`src/rtl/uart_tx_drain.sv`:
```
// uart_tx_drain: pops the shared byte FIFO and launches each word into the UART transmitter.
// Define UART_TX_DRAIN_GAP_EN to insert GAP_CYCLES idle cycles between words.
module uart_tx_drain #(
    parameter int WIDTH      = 8,
    parameter int CNT_WIDTH  = 16,
    parameter int GAP_CYCLES = 2
) (
    input  logic                 clock,
    input  logic                 resetn,
    input  logic                 enable,
    input  logic                 fifo_empty,
    input  logic                 fifo_full,
    input  logic                 fifo_push,
    input  logic [WIDTH-1:0]     fifo_data,
    output logic                 fifo_pop,
    input  logic                 tx_busy,
    output logic                 tx_start,
    output logic [WIDTH-1:0]     tx_data,
    output logic [CNT_WIDTH-1:0] sent_count,
    output logic                 idle
);
    typedef enum logic [2:0] {
        IDLE, POP, CAPTURE, START, WAIT_ACK, WAIT_DONE
`ifdef UART_TX_DRAIN_GAP_EN
        , GAP
`endif
    } state_t;
    state_t state, state_nx;
    always_ff @(posedge clock) begin
        if (!resetn) begin
            state      <= IDLE;
            tx_data    <= '0;
            sent_count <= '0;
        end else begin
            state <= state_nx;
            if (state == CAPTURE) tx_data <= fifo_data;
            if (state == START) sent_count <= sent_count + 1'b1;
        end
    end
`ifdef UART_TX_DRAIN_GAP_EN
    logic [7:0] gap_cnt;
    always_ff @(posedge clock) begin
        if (!resetn) gap_cnt <= '0;
        else if (state == WAIT_DONE && !tx_busy) gap_cnt <= 8'(GAP_CYCLES - 1);
        else if (state == GAP) gap_cnt <= gap_cnt - 1'b1;
    end
`endif
    // A full FIFO drops a simultaneous push+pop, so the pop is retried from IDLE.
    always_comb begin
        state_nx = state;
        case (state)
            IDLE:      if (enable && !fifo_empty && !tx_busy) state_nx = POP;
            POP:       state_nx = (fifo_push && fifo_full) ? IDLE : CAPTURE;
            CAPTURE:   state_nx = START;
            START:     state_nx = WAIT_ACK;
            WAIT_ACK:  if (tx_busy) state_nx = WAIT_DONE;
`ifdef UART_TX_DRAIN_GAP_EN
            WAIT_DONE: if (!tx_busy) state_nx = GAP;
            GAP:       if (gap_cnt == 8'd0) state_nx = IDLE;
`else
            WAIT_DONE: if (!tx_busy) state_nx = IDLE;
`endif
            default:   state_nx = IDLE;
        endcase
    end
    assign fifo_pop = (state == POP);
    assign tx_start = (state == START);
    assign idle     = (state == IDLE);
endmodule

```
`config.mk`:
```
export PLATFORM = sky130hd
export DESIGN_NAME = uart_tx_drain
export DESIGN_NICKNAME = d
export VERILOG_FILES = /design/src/rtl/uart_tx_drain.sv
export SDC_FILE = /design/constraint.sdc
export NUM_CORES = 1
export LEC_CHECK = 0
export CAP_MARGIN = 20
export CELL_PAD_IN_SITES_DETAIL_PLACEMENT = 1
export CELL_PAD_IN_SITES_GLOBAL_PLACEMENT = 1
export CORE_MARGIN = 2
export CORE_UTILIZATION = 33
export CTS_CLUSTER_SIZE = 40
export DETAILED_ROUTE_END_ITERATION = 7
export PLACE_DENSITY = 0.8
export SLEW_MARGIN = 20
export SYNTH_ARGS = -nofsm -noshare
export SYNTH_HDL_FRONTEND = slang
export SYNTH_SLANG_ARGS = --single-unit
```
`constraint.sdc`:
```
create_clock -name clock -period 3.1 [get_ports clock]
set_input_delay 0.62 -clock clock [delete_from_list [all_inputs] [get_ports clock]]
set_output_delay 0.62 -clock clock [all_outputs]
set_load 0.05 [all_outputs]
```
==> impl_metrics.tcl, run 1 <==
set metrics [dict create \
    synth_nets 158 \
    num-fill-cells 444 \
    postCtsSetupBuffers 0 \
    ys_seq_area_share_pct 46.60 \
    synth_xor_area_share_pct 7.551 \
    synth_adder_area_share_pct 1.079 \
    drtAntennaViolNets 0 \
    synth-compound-area-share_pct 8.630 \
    place_inst 224 \
    rows 21 \
    p_per_area_nw_per_um2 356.8 \
    synthArstFlopShare_pct 0 \
    cp-endpoint "tx_start" \
    slew_viol_final 0 \
    io_buffers 41 \
    synthCells 142 \
    ys_types 28 \
    cp-end-kind "primary output" \
    synthMuxAreaShare_pct 2.589 \
    maxCapViolations 0 \
    slew_headroom_pct 50.07 \
    worstPathRequired_ns 2.48 \
    drt_drc_violations_left 0 \
    min_from "tx_data[0]$_SDFFE_PN0P_" \
    antenna_cells 0 \
    p_int_w 0.0004313 \
    power_frac_clock_pct 26.5 \
    grt.overflow.total 0 \
    cts_buffer_depth 2 \
    worst_pin_slew_ns 0.7481 \
    ys_top_cells_by_count "nand2_1 (28), dfxtp_1 (27), a21oi_1 (14), nor2_1 (13)" \
    timing.rr.end "sent_count[14]$_SDFFE_PN0P_" \
    cts_hold_buffers 0 \
    seqPwrFrac_pct 61.2 \
    ios 42 \
    synthTopCellsByArea "dfxtp_1 (47%), nand2_1 (9.1%), xnor2_1 (6.8%)" \
    yosys_warnings 0 \
    hold_ws_ns 0.4754 \
    htree_num_levels 1 \
    ctsRootBufferMaster "clkbuf_4" \
    cts_resized 0 \
    routed-via-count 1131 \
    synth_simple_gate_area_share_pct 30.20 \
    cts_made_buffers 3 \
    die_area_um2 4005 \
    cp_data_arrival_time_ns 2.18 \
    hold_violations 0 \
    yosysMostFrequentCell "nand2_1" \
    drt_pass1_iterations 4 \
    drive_gt1_share_pct 3.297 \
    reg2reg_from "sent_count[3]$_SDFFE_PN0P_" \
    antenna_found_initial 0 \
    nNetsFinal 199 \
    cts_tree "built" \
    startpoint_type "register" \
    multi_input_area_um2 580.6 \
    r2r_cells 4 \
    sw_frac_of_total_pct 26.08 \
    grt_use_total_pct 17.96 \
    cts.reportedPaths.clkPinSlew_ns 0.15 \
    combPwrFrac_pct 12.3 \
    finalCritPeriodShare_pct 90.46 \
    ff_latch_area_um2 540.5 \
    viasPerCell 4.961 \
    crit_type "register to primary output" \
    r2r_slack_ns 1.20 \
    synth_top_cell_by_area "dfxtp_1" \
    coreArea_um2 3363 \
    total_power_w 0.0005835 \
    crit_start "state[1]$_SDFFE_PN0P_" \
    grt_start_max_net_pins 25 \
    timing.fmax_mhz 356.6 \
    dieWidth_um 63.29 \
    grt_pass1_vias 1219 \
    routabilityCongestion 0.7167 \
    die_y_um 63.29 \
    synth_area_um2 1160 \
    rsz0062_at_grt "no" \
    timing.setup.tns_ns 0 \
    clock-sinks 27 \
    start_util_pct 34.49 \
    wl_per_cell_um 14.39 \
    synth_edf_count 0 \
    cp_max_fo 10 \
    status "finished clean" \
    instances_no_fill 228 \
    ys.flop_type "dfxtp_1" \
    switchingPower_w 0.0001522 \
    utilization_pct 48.62 \
    post-route-min-period_ns 2.804 \
    yosysTopAreaCellShare_pct 46.60 \
    synth_top_family_by_area "simple AND/OR/NAND/NOR gates" \
    synth-seq-cells 27 \
    grt_pass1_wl_mm 5.782 \
    final.setup_skew_ns 0.01077 \
    drt-total-wl_mm 3.281 \
    hp-class "register to register" \
    irDropWorstVdd_v 0.0001554 \
    drt_iter0_drc 52 \
    setup_viol 0 \
    avgSynthCellArea_um2 8.168 \
    area_growth_pct 40.99 \
    clkLatencyLatePin_ns 0.33 \
    leakage_nw 0.5628 \
    hpwlAfterDp_mm 2.499 \
]
-- per-layer routing --
metal | up-vias | track usage (%) | wire length, um
met5 | - | 0 | 0
li1 | 560 | - | -
met2 | 33 | 32.85 | 1656
met1 | 534 | 21.24 | 1450
met3 | 4 | 3.571 | 137
met4 | 0 | 4.891 | 36
-- registers in the layout, indices dropped and copies added (netlist names) --
name and count:
state 3, tx_data 8, sent_count 16
-- cell usage in the layout (no fill, tap or decap), drive strengths merged --
cell type	count
xor2	1
and2	1
a21oi	14
o21ai	3
clkbuf	3
inv	5
nor2b	1
a211oi	1
nor3	9
ha	1
nand2	28
mux2i	3
or3	2
dfxtp	27
nor3b	1
clkdlybuf4s50	41
nor2	13
xnor2	9
nand2b	3
nand3b	1
o31ai	1
nand4	2
nand3	4
and3	1
nand4b	1
or4	1
clkinv	1
nor4	4
-- power groups by stage --
stage	logic, W	registers [W]	clock network [W]
finish	0.0000717	0.000357	0.000155
CTS	0.0000727	0.000357	0.000159
floorplan	0.0000269	0.000375	0
global placement	0.0000700	0.000364	0
detailed placement	0.0000724	0.000365	0
global route	0.0000777	0.000358	0.000172
-- cell type report --
cell class                      count  share of cell area [%]
Multi-Input combinational cell    105                   35.50
Clock inverter                      1                  0.3060
Tap cell                           46                   3.520
Inverter                            5                   1.148
Sequential cell                    27                   33.05
Timing Repair Buffer               41                   25.10
Clock buffer                        3                   1.377
-- stage by stage --
step / area (um2) / setup WS [ns]
6_report: 1635 / 0.2958
5_1_grt: 1635 / 0.1478
4_1_cts: 1635 / 0.2733
3_5_place_dp: 1608 / 0.6661
3_3_place_gp: 1608 / 0.7659
2_1_floorplan: 1160 / 0.9207
-- cell families after synthesis --
kind of cell | Yosys count
flops | 27
fa+ha+maj | 1
xor+xnor | 10
mux | 3
simple gates | 72
compound gates | 19
buf+inv | 10
-- critical path: stages, from the launching register on --
cell,delay [ns]
dfxtp_1,0.52
nand3b_1,0.34
inv_1,0.17
clkdlybuf4s50_1,0.82
-- worst min-delay path by stage --
stage	slack (ns)	depth (start not counted)	endpoint
floorplan	0.49	1	state[1]$_SDFFE_PN0P_
global placement	0.44	2	tx_data[7]$_SDFFE_PN0P_
detailed placement	0.46	2	tx_data[0]$_SDFFE_PN0P_
CTS	0.48	2	tx_data[0]$_SDFFE_PN0P_
global route	0.49	2	tx_data[3]$_SDFFE_PN0P_
finish	0.48	2	tx_data[0]$_SDFFE_PN0P_
Power figures use the tool's default switching activity.
==> run 2, diff against run 1 <==
--- a/config.mk
+++ b/config.mk
@@ -13,7 +13,7 @@
 export CTS_CLUSTER_SIZE = 40
 export DETAILED_ROUTE_END_ITERATION = 7
 export PLACE_DENSITY = 0.8
-export SLEW_MARGIN = 20
+export SLEW_MARGIN = 10
 export SYNTH_ARGS = -nofsm -noshare
 export SYNTH_HDL_FRONTEND = slang
 export SYNTH_SLANG_ARGS = --single-unit
==> results of run 2 <==
The final DEF is identical to that of run 1; final timing and power are the same.
==> RTL change 1 (config.mk and constraints of run 1) <==
The 6 states of `state_t` get a Gray code encoding in 3 bits.
--- a/src/rtl/uart_tx_drain.sv
+++ b/src/rtl/uart_tx_drain.sv
@@ -21,5 +21,5 @@
 );
     typedef enum logic [2:0] {
-        IDLE, POP, CAPTURE, START, WAIT_ACK, WAIT_DONE
+        IDLE = 3'b000, POP = 3'b001, CAPTURE = 3'b011, START = 3'b010, WAIT_ACK = 3'b110, WAIT_DONE = 3'b111
 `ifdef UART_TX_DRAIN_GAP_EN
         , GAP
Behaviour: no difference found for any inputs over 10 cycles, from zero or initial values and one cycle with resetn low; not proved beyond that.
==> RTL change 1 against run 1 <==
  * Setup slack lost 0.045 ns
  * Wire length shrank 9.1%
  * Die area grew 5.9%
  * Sequential cell count is the same
  * Final area grew 3.6%
  * Total power grew 5.8%
  * Count of clock-buffer cells in the layout is the same
  * Combinational power shrank 16%
  * Area after synthesis grew 6.4%
  * Largest cell class unchanged
==> RTL change 1: results <==
{
  "synth_fa_ha_area_share_pct": 1.014,
  "r2r_cells": 5,
  "clk_pin_slew_ns": 0.09,
  "tightest_slew_ns": 0.7156,
  "top_regs": "sent_count (16), tx_data (8), state (3)",
  "yosys-mux-area-fraction_pct": 9.736,
  "arrival_ns": 2.23,
  "fin_area_um2": 1694,
  "r2r_start": "sent_count[0]",
  "fillers": 440,
  "grt_use_total_pct": 14.88,
  "seq_area_frac_synth_pct": 43.81,
  "clock_latency_ns": 0.27,
  "grt_max_degree": 24,
  "status": "complete, no violations",
  "grt_pass1_vias": 1093,
  "num-nets-final": 187,
  "synth-xor-area-share_pct": 7.809,
  "synth_area_leaders": "dfxtp_1, mux2i_1, nor2_1",
  "synth_compound_gate_area_share_pct": 3.854,
  "io_buffers": 41,
  "rrSetupSlack_ns": 1.37,
  "crit_path_start": "state[1]",
  "first_pass_iters": 4,
  "skew_ns": 0.002428,
  "dp_cells": 214,
  "gp_congestion": 0.6936,
  "p_int_w": 0.0004685,
  "postPlaceCellArea_um2": 1648,
  "hold_buffers": 0,
  "grt_antenna_before_repair": 0,
  "synth.distinct_cells": 31,
  "layout-drive-gt1-share_pct": 6.471,
  "grt_pass1_wl_mm": 4.905,
  "dp_hpwl_mm": 2.243,
  "leakagePower_nw": 0.6750,
  "vias": 1046,
  "slowest_stage": "clkdlybuf4s50_1",
  "async_flop_share_pct": 0,
  "peakVddDrop_uv": 197.9,
  "wl_per_cell_um": 13.68,
  "root_buffer": "clkbuf_8",
  "viasPerCell": 4.798,
  "drtIter0Drc": 33,
  "syn_inst": 132,
  "synth_nets": 148
}
-- RTL change 1: cell types whose count changed in the layout (fill, tap and decap cells not counted), moves of 4 or more --
cell and change:
nor3_1 -4, mux2i_1 +9, a21oi_1 -10, nand2_1 -19
nor2_1 +10
-- RTL change 1: worst reg2reg max path: cells and delay by family (launching register included) --
kind | cells | cell delay, ns
XOR/XNOR | 1 | 0.16
adder cells (fa/ha/maj) | 1 | 0.21
flip-flops | 1 | 0.42
AND/OR/NAND/NOR | 3 | 0.81
-- RTL change 1: cells by family after synthesis --
kind of cell    after synthesis
flops                        27
fa+ha+maj                     1
buf+inv                      12
xor+xnor                     11
mux                          12
compound gates                8
simple gates                 61
-- RTL change 1: per-stage QoR --
| step | setup slack, ns | hold WS, ns |
|---|---|---|
| 2_1_floorplan | 0.9281 | 0.5147 |
| 3_3_place_gp | 0.6283 | 0.4521 |
| 3_5_place_dp | 0.5592 | 0.4756 |
| 4_1_cts | 0.2406 | 0.4907 |
| 5_1_grt | 0.1847 | 0.4995 |
| 6_report | 0.2505 | 0.4845 |
-- RTL change 1: cell type report --
cell class,instances,share of cell area [%]
well taps,48,3.545
clock inverters,1,0.2954
multi-input cells,93,36.48
repair buffers,41,24.22
clock buffers,3,2.437
flip-flops and latches,27,31.91
inverters,5,1.108
-- RTL change 1: layer usage --
| metal | share of wire, % | GRT usage (%) |
|---|---|---|
| met1 | 46 | 18.11 |
| met4 | 1.6 | 5.469 |
| met3 | 3.0 | 2.740 |
| met2 | 49 | 26.16 |
| met5 | 0 | 0 |
-- RTL change 1: worst min path at each step --
stage	start	end	slack, ns	cells after the start
after global routing	sent_count[15]	sent_count[15]	0.50	2
after CTS	sent_count[15]	sent_count[15]	0.49	2
final	sent_count[15]	sent_count[15]	0.48	2
after global placement	sent_count[15]	sent_count[15]	0.45	2
after floorplan	state[0]	state[2]	0.51	2
after detailed placement	sent_count[15]	sent_count[15]	0.48	2
-- RTL change 1: power by group through the flow --
stage	registers, W	logic, W	clock network, W
after floorplan	0.000363	0.0000323	0
after global placement	0.000361	0.0000594	0
after detailed placement	0.000362	0.0000605	0
after CTS	0.000354	0.0000608	0.000212
after global routing	0.000355	0.0000641	0.000227
final	0.000354	0.0000599	0.000203
==> RTL change 2 (flow settings as in run 1) <==
Made on the original files. The parameter `WIDTH` goes from 8 to 10.
--- a/src/rtl/uart_tx_drain.sv
+++ b/src/rtl/uart_tx_drain.sv
@@ -2,5 +2,5 @@
 // Define UART_TX_DRAIN_GAP_EN to insert GAP_CYCLES idle cycles between words.
 module uart_tx_drain #(
-    parameter int WIDTH      = 8,
+    parameter int WIDTH      = 10,
     parameter int CNT_WIDTH  = 16,
     parameter int GAP_CYCLES = 2
Ports: changed (resized fifo_data and tx_data); port bits go from 42 to 46. The function was not compared with the original's and may differ.
==> RTL change 2 against run 1 <==
  * Setup slack better by 0.25 ns
  * Wire length is 5.8% higher
  * Critical endpoint is now fifo_pop
  * Sequential share of layout area is 1.2 points lower
  * Total power is 33% higher
  * Count of clock-buffer cells in the layout is 4 higher
  * Area after synthesis is 6.0% higher
  * Cell count is 5.3% higher
  * Sequential cell count is 2 higher
  * Sequential power is 7.3% higher
  * Final area is 11% higher
  * Via count is 8.2% higher
  * Combinational power is 9.2% higher
  * First-iteration DRC count is 13% lower
==> RTL change 2: results <==
{
  "status": "complete, no violations",
  "seq_area_frac_synth_pct": 47.20,
  "grt_pass1_wl_mm": 5.899,
  "rrSetupSlack_ns": 1.26,
  "clock_latency_ns": 0.28,
  "p_sw_w": 0.0001888,
  "cp_max_fo": 7,
  "leakagePower_nw": 0.6091,
  "peakVddDrop_uv": 237.0,
  "layout-drive-gt1-share_pct": 8.854,
  "post-route-period-util_pct": 82.30,
  "slew_headroom_pct": 57.52,
  "synth_area_leaders": "dfxtp_1, nand2_1, a21oi_1",
  "crit_path_start": "state[0]",
  "postRouteWirelength_mm": 3.471,
  "dp_hpwl_mm": 2.500,
  "synth.distinct_cells": 33,
  "htree_num_levels": 2,
  "power_density_nw_per_um2": 426.4,
  "p_clk_share_pct": 40.7,
  "comb-power_w": 0.0000783,
  "regToRegEndpoint": "sent_count[15]",
  "gp_congestion": 0.7484,
  "io_buffers": 45,
  "grt.met1_usage_pct": 18.55,
  "num-nets-final": 210,
  "drtIter0Drc": 45,
  "skew_ns": 0.001968,
  "grt_pass1_vias": 1312,
  "yosys-top-cells-count": "dfxtp_1, nand2_1, a21oi_1",
  "met2_usage_pct": 33.12,
  "arrival_ns": 1.93,
  "gr-usage-met3_pct": 7.813,
  "wl_met3_um": 262,
  "viasPerCell": 5.100,
  "top_regs": "sent_count (16), tx_data (10), state (3)",
  "cts_made_buffers": 5,
  "root_buffer": "clkbuf_8",
  "critPathCapture": "fifo_pop",
  "r2r_cells": 4,
  "clk_pin_slew_ns": 0.06,
  "wl_met2_mm": 1.801
}
[RTL change 2: through the flow]
stage,setup slack [ns],instances,cell area (um^2),hold slack (ns)
floorplan,0.8356,144,1230,0.5747
global placement,0.9291,233,1732,0.4426
detailed placement,0.8853,233,1732,0.4534
CTS,0.5569,240,1818,0.4619
global route,0.4371,240,1823,0.4863
finish,0.5488,240,1823,0.4551
[RTL change 2: how the worst min path moves through the flow]
stage                     from         end  depth (start not counted)
floorplan             state[0]    state[2]                          3
finish              tx_data[9]  tx_data[9]                          2
CTS                 tx_data[9]  tx_data[9]                          2
detailed placement  tx_data[4]  tx_data[4]                          2
global placement    tx_data[5]  tx_data[5]                          2
global route        tx_data[9]  tx_data[9]                          2
[RTL change 2: layout make-up]
| type | count | area, um^2 |
|---|---|---|
| clock buffer | 7 | 86.33 |
| fill | 435 | 1810 |
| inverter | 3 | 11.26 |
| multi-input combinational | 106 | 619.3 |
| sequential | 29 | 580.6 |
| tap | 48 | 60.06 |
| timing repair buffer | 47 | 465.4 |
[RTL change 2: worst max-delay path, stage by stage (launching register included)]
cell             delay, ns
dfxtp_1               0.45
nor3b_1               0.33
clkdlybuf4s50_1       0.87
[RTL change 2: cells by family (layout without fill, tap and decap cells)]
| logic type | Yosys count | in the layout | synth area share, % |
|---|---|---|---|
| AO/OA/AOI/OAI | 26 | 26 | 11.90 |
| XOR/XNOR | 9 | 9 | 6.408 |
| adder cells (fa/ha/maj) | 1 | 1 | 1.017 |
| buffers and inverters | 9 | 57 | 2.848 |
| flip-flops | 29 | 29 | 47.20 |
| multiplexers | 1 | 1 | 0.8139 |
| AND/OR/NAND/NOR | 69 | 69 | 29.81 |
